--- src/rtl/cnn_sched_pkg.sv ---
// Shared types for the spectral-buffer ping-pong scheduler.
// Bank encoding puts "holds valid data" (FULL or DRAINING) in bit 1.
package cnn_sched_pkg;

    localparam int unsigned NBANK = 2;

    typedef enum logic [1:0] {
        BankEmpty    = 2'b00,
        BankFilling  = 2'b01,
        BankFull     = 2'b10,
        BankDraining = 2'b11
    } bank_state_e;

    typedef enum logic [1:0] {
        TopIdle,
        TopRun,
        TopDone
    } top_state_e;

    function automatic logic bank_has_data(bank_state_e s);
        return s[1];
    endfunction

endpackage

--- src/rtl/spec_bank_tracker.sv ---
// Lifecycle of one spectral buffer bank: EMPTY -> FILLING -> FULL -> DRAINING -> EMPTY.
module spec_bank_tracker
    import cnn_sched_pkg::*;
(
    input  logic        clk,
    input  logic        rstn,
    input  logic        i_claim_wr,
    input  logic        i_wr_done,
    input  logic        i_claim_rd,
    input  logic        i_rd_done,
    output bank_state_e o_state
);

    bank_state_e r_state;
    bank_state_e w_state_next;

    always_comb begin
        w_state_next = r_state;
        unique case (r_state)
            BankEmpty:    if (i_claim_wr) w_state_next = BankFilling;
            BankFilling:  if (i_wr_done)  w_state_next = BankFull;
            BankFull:     if (i_claim_rd) w_state_next = BankDraining;
            BankDraining: if (i_rd_done)  w_state_next = BankEmpty;
            default:                      w_state_next = BankEmpty;
        endcase
    end

    always_ff @(posedge clk or negedge rstn) begin
        if (!rstn) begin
            r_state <= BankEmpty;
        end else begin
            r_state <= w_state_next;
        end
    end

    assign o_state = r_state;

endmodule

--- src/rtl/ifft_bank_sched.sv ---
// Ping-pong scheduler: hands an empty bank to the Hadamard producer and a full bank to the
// IFFT controller, counting tiles per layer. All outputs come straight from flops.
module ifft_bank_sched
    import cnn_sched_pkg::*;
#(
    parameter int unsigned TILEW = 8
) (
    input  logic             clk,
    input  logic             rstn,
    input  logic             i_layer_start,
    input  logic [TILEW-1:0] i_num_tiles,
    output logic             o_prod_start,
    output logic             o_prod_bank,
    input  logic             i_prod_done,
    output logic             o_ifftstart,
    output logic             o_cons_bank,
    input  logic             i_ifftdone,
    output logic [NBANK-1:0] o_bank_full,
    output logic             o_busy,
    output logic             o_layer_done,
    output logic             o_err_proto
);

    top_state_e       r_state;
    top_state_e       w_state_next;
    logic             r_wr_ptr;
    logic             r_rd_ptr;
    logic [TILEW-1:0] r_num;
    logic [TILEW-1:0] r_issued;
    logic [TILEW-1:0] r_drained;
    logic             r_prod_start;
    logic             r_ifftstart;
    logic             r_busy;
    logic             r_layer_done;
    logic             r_err;

    bank_state_e      w_bank_state [NBANK];
    logic [NBANK-1:0] w_filling;
    logic [NBANK-1:0] w_draining;
    logic [NBANK-1:0] w_claim_wr;
    logic [NBANK-1:0] w_claim_rd;
    logic [NBANK-1:0] w_wr_done;
    logic [NBANK-1:0] w_rd_done;

    logic w_accept;
    logic w_prod_ok;
    logic w_ifft_ok;
    logic w_fire_prod;
    logic w_fire_cons;
    logic w_proto_err;
    logic w_busy_next;
    logic w_layer_done_next;

    assign w_accept    = i_layer_start && (r_state == TopIdle);
    assign w_prod_ok   = i_prod_done && (|w_filling);
    assign w_ifft_ok   = i_ifftdone && (|w_draining);
    assign w_proto_err = (i_prod_done && !(|w_filling))
                       || (i_ifftdone && !(|w_draining))
                       || (i_layer_start && (r_state != TopIdle));

    assign w_fire_prod = (r_state == TopRun) && (r_issued < r_num)
                       && (w_bank_state[r_wr_ptr] == BankEmpty) && !(|w_filling);
    assign w_fire_cons = (w_bank_state[r_rd_ptr] == BankFull) && !(|w_draining);

    for (genvar b = 0; b < NBANK; b++) begin : g_bank
        localparam logic IDX = 1'(b);

        assign w_claim_wr[b] = w_fire_prod && (r_wr_ptr == IDX);
        assign w_wr_done[b]  = w_prod_ok && (r_wr_ptr == IDX);
        assign w_claim_rd[b] = w_fire_cons && (r_rd_ptr == IDX);
        assign w_rd_done[b]  = w_ifft_ok && (r_rd_ptr == IDX);

        spec_bank_tracker u_bank (
            .clk        (clk),
            .rstn       (rstn),
            .i_claim_wr (w_claim_wr[b]),
            .i_wr_done  (w_wr_done[b]),
            .i_claim_rd (w_claim_rd[b]),
            .i_rd_done  (w_rd_done[b]),
            .o_state    (w_bank_state[b])
        );

        assign w_filling[b]   = (w_bank_state[b] == BankFilling);
        assign w_draining[b]  = (w_bank_state[b] == BankDraining);
        assign o_bank_full[b] = bank_has_data(w_bank_state[b]);
    end

    always_ff @(posedge clk or negedge rstn) begin
        if (!rstn) begin
            r_state <= TopIdle;
        end else begin
            r_state <= w_state_next;
        end
    end

    // An empty layer still passes through RUN so layer_done lands two cycles after the start.
    always_comb begin
        w_state_next = r_state;
        unique case (r_state)
            TopIdle: if (w_accept) w_state_next = TopRun;
            TopRun:  if (r_drained == r_num) w_state_next = TopDone;
            TopDone: w_state_next = TopIdle;
            default: w_state_next = TopIdle;
        endcase
    end

    always_comb begin
        w_busy_next       = (w_state_next != TopIdle);
        w_layer_done_next = (w_state_next == TopDone);
    end

    always_ff @(posedge clk or negedge rstn) begin
        if (!rstn) begin
            r_wr_ptr     <= 1'b0;
            r_rd_ptr     <= 1'b0;
            r_num        <= '0;
            r_issued     <= '0;
            r_drained    <= '0;
            r_prod_start <= 1'b0;
            r_ifftstart  <= 1'b0;
            r_busy       <= 1'b0;
            r_layer_done <= 1'b0;
            r_err        <= 1'b0;
        end else begin
            r_prod_start <= w_fire_prod;
            r_ifftstart  <= w_fire_cons;
            r_busy       <= w_busy_next;
            r_layer_done <= w_layer_done_next;
            r_err        <= (w_accept ? 1'b0 : r_err) | w_proto_err;
            if (w_prod_ok) r_wr_ptr <= ~r_wr_ptr;
            if (w_ifft_ok) r_rd_ptr <= ~r_rd_ptr;
            if (w_accept) begin
                r_num     <= i_num_tiles;
                r_issued  <= '0;
                r_drained <= '0;
            end else begin
                if (w_prod_ok) r_issued  <= r_issued + TILEW'(1);
                if (w_ifft_ok) r_drained <= r_drained + TILEW'(1);
            end
        end
    end

    assign o_prod_start = r_prod_start;
    assign o_prod_bank  = r_wr_ptr;
    assign o_ifftstart  = r_ifftstart;
    assign o_cons_bank  = r_rd_ptr;
    assign o_busy       = r_busy;
    assign o_layer_done = r_layer_done;
    assign o_err_proto  = r_err;

endmodule

--- config.mk ---
export PLATFORM = sky130hd
export DESIGN_NAME = ifft_bank_sched
export DESIGN_NICKNAME = d
export VERILOG_FILES = /design/src/rtl/cnn_sched_pkg.sv /design/src/rtl/spec_bank_tracker.sv /design/src/rtl/ifft_bank_sched.sv
export SDC_FILE = /design/constraint.sdc
export NUM_CORES = 1
export LEC_CHECK = 0
export ABC_CLOCK_PERIOD_IN_PS = 1500
export CORE_MARGIN = 4
export CORE_UTILIZATION = 51
export DETAILED_ROUTE_END_ITERATION = 7
export PLACE_DENSITY = 0.76
export RECOVER_POWER = 50
export SYNTH_ARGS = -nofsm -noshare
export SYNTH_HDL_FRONTEND = slang
export SYNTH_SLANG_ARGS = --single-unit
--- constraint.sdc ---
create_clock -name clk -period 1.5 [get_ports clk]
set_input_delay 0.45 -clock clk [delete_from_list [all_inputs] [get_ports clk]]
set_output_delay 0.45 -clock clk [all_outputs]
set_load 0.02 [all_outputs]
==> reports/results.ini, run 1 <==
[status]
status = finished, violations left
violations = setup timing

[routing]
wl_um = 5700
dr.pass1.iters = 4
drtIter0Drc = 183
wl_per_cell_um = 16.3
num_vias = 1904
ant_nets = 0
viasPerCell = 5.46
drc = 0

[sta]
period_share = 1.26
max_slew.worst_pin.slew_ns = 0.808
fin_worst_skew_ns = 0.00573
slew_headroom = 0.461
setup_ws_ns = -0.386
period_needed_ns = 1.89
tns_ns = -1.90
setup_viol = 17
slew_violations = 0
max_freq_ghz = 0.530
rsz0062_at_grt = yes
timing.final.hold_violations = 0

[pwr]
leakage_nw = 1.38
power_mw = 6.35
ir_worst_vdd_mv = 1.11
power_density_mw_per_mm2 = 2080

[cts]
h-tree-depth = 2
clk_latency_ns = 0.30
clock_sinks = 37
cts_tree = built
cts_hold_buffers = 0
cts_buffers = 5
clockRootBuffer = clkbuf_8
path_clk_slew_ns = 0.08
clockBufferDepth = 2

[placed_design]
dp_cells = 334
routabilityCongestion = 0.887
port_buffers = 21
place_hpwl_um = 3900
dp_slack_ns = -0.445

[final_layout]
syn2layout_area_growth_pct = 44.8
nNetsFinal = 330
fillers = 281
diodes = 0
multi_input_area_mm2 = 0.00128
fin_util = 0.764
mostFrequentLayoutCells = 53 x buf_4, 34 x dfrtp_1, 23 x nor2_1, 22 x nand2_1, 15 x xnor2_1
layout-drive-gt1-share = 0.355
register_area_um2 = 930
final_common_cell = buf_4
final_cells = 349

[job]
maxCapViolations = 0

[setup_path]
cp.required_ns = 1.73
worstPathArrival_ns = 2.12
end_kind = flip-flop
crit_fanout = 6
r2r_cells = 5
reg2reg_to = g_bank[0].u_bank.o_state[0]
r2r_slack_ns = -0.39
worst_setup_path_start_kind = flip-flop
rr_startpoint = g_bank[0].u_bank.o_state[0]
critical_path_class = reg -> reg

[die]
die_w_um = 72.3
die_h_um = 72.3
rows = 23
coreArea_mm2 = 0.00400
initial_core_util = 0.528
die-area_mm2 = 0.00523
ios = 22

[grt]
grt-ovfl-total = 0
track_usage = 0.232
antenna_found_initial = 0
grt_pass1_vias = 2001
grt_max_degree = 23
grt_pass1_wl_um = 9230

[synthesis]
synth_seq_cells = 37
synthArstFlopShare = 1.00
synth_cell_type_count = 39
syn_inst = 219
synth-edff-count = 0
syn_area_per_cell_um2 = 9.64
yosysSeqAreaShare = 0.439
ys.flop_type = dfrtp_1
syn_area_mm2 = 0.00211
yosysWarnings = 0
syn_nets = 251

[min_path]
hold_class = in -> async

[per-layer routing]
metal  part of all wire  global-route usage  vias to the layer above
met5                  0                   0                        -
met4              0.032               0.115                        0
met3              0.035              0.0402                       17
met2               0.52               0.401                       55
met1               0.41               0.276                      916
li1                   -                   -                      916
[worst max-delay path: stages, from the launching register on]
cell and delay (ns):
dfrtp_1 0.43, or3b_4 0.42, o31a_1 0.37, nor4_1 0.36, a311oi_2 0.15, nand2_1 0.09
[sequential cells by signal (all words and copies together) (netlist names), 2 cells and up]
signal / cells
r_drained: 8
r_issued: 8
r_num: 8
g_bank.u_bank.o_state: 4
r_state: 2
[stage by stage]
stage               hold slack (ns)  area, µm²
floorplan                     0.154       2120
global placement              0.387       2770
CTS                          0.0659       2910
detailed placement            0.388       2770
global route                  0.282       3060
finish                        0.216       3060
[Yosys cell counts, types with 2 or more instances]
master,number,share of area
dfrtp_1,37,0.44
nor2_1,24,0.043
nand2_1,23,0.041
ha_1,19,0.11
xnor2_1,16,0.066
inv_1,13,0.023
o21ai_0,12,0.028
xor2_1,8,0.033
nor3_1,7,0.017
nand4_1,6,0.018
clkbuf_1,5,0.0089
o21a_1,5,0.018
nand3_1,4,0.0095
nor4_1,4,0.012
a21oi_1,3,0.0071
nand2b_1,3,0.0089
a221o_1,2,0.0095
a22o_1,2,0.0083
a311oi_1,2,0.0083
and3_1,2,0.0059
buf_4,2,0.0071
o31a_1,2,0.0083
o41ai_1,2,0.0083
[repair_timing]
action | CTS | global route
endpoints found under the setup margin | 25 | 21
pin swaps | 8 | 14
buffers inserted | 2 | 6
gates resized for setup | 35 | 27
[worst max-delay path by stage]
| stage | slack, ns | cells after the start | startpoint | to |
|---|---|---|---|---|
| detailed placement | -0.45 | 7 | i_ifftdone | g_bank[1].u_bank.o_state[0] |
| global placement | -0.41 | 6 | i_ifftdone | g_bank[1].u_bank.o_state[1] |
| CTS | -0.26 | 5 | g_bank[0].u_bank.o_state[0] | g_bank[0].u_bank.o_state[0] |
| floorplan | -0.19 | 5 | o_cons_bank | g_bank[0].u_bank.o_state[1] |
| global route | -0.44 | 5 | g_bank[0].u_bank.o_state[0] | g_bank[0].u_bank.o_state[1] |
| finish | -0.39 | 5 | g_bank[0].u_bank.o_state[0] | g_bank[0].u_bank.o_state[0] |
[final cells by class]
| class | count | area share |
|---|---|---|
| Multi-Input combinational cell | 162 | 0.419 |
| Sequential cell | 37 | 0.304 |
| Timing Repair Buffer | 79 | 0.209 |
| Clock buffer | 6 | 0.0270 |
| Tap cell | 50 | 0.0205 |
| Inverter | 13 | 0.0160 |
| Clock inverter | 2 | 0.00450 |
[logic make-up (layout without fill, tap and decap cells)]
logic type | after synthesis | in the layout | synth area share
xor gates and xnor gates | 24 | 24 | 0.0996
AOI/OAI and AO/OA | 39 | 39 | 0.127
buffers and inverters | 20 | 100 | 0.0391
DFF | 37 | 37 | 0.439
adders and majority gates | 19 | 19 | 0.113
muxes | 1 | 1 | 0.00533
and+or+nand+nor | 79 | 79 | 0.177
[power breakdown]
group          total, mW  switching [mW]  internal (mW)  leakage, nW
logic               3.91            1.88           2.03        0.866
clock network      0.749           0.377          0.372       0.0512
registers           1.69           0.327           1.36        0.460
total               6.35            2.59           3.76         1.38
Note: power is estimated with default switching activity, not from simulation.
==> run 2: changes to the inputs <==
Settings changed: CTS_CLUSTER_DIAMETER from default to 60.
==> results of run 2 <==
Final layout, timing and power as in run 1 (identical DEF).
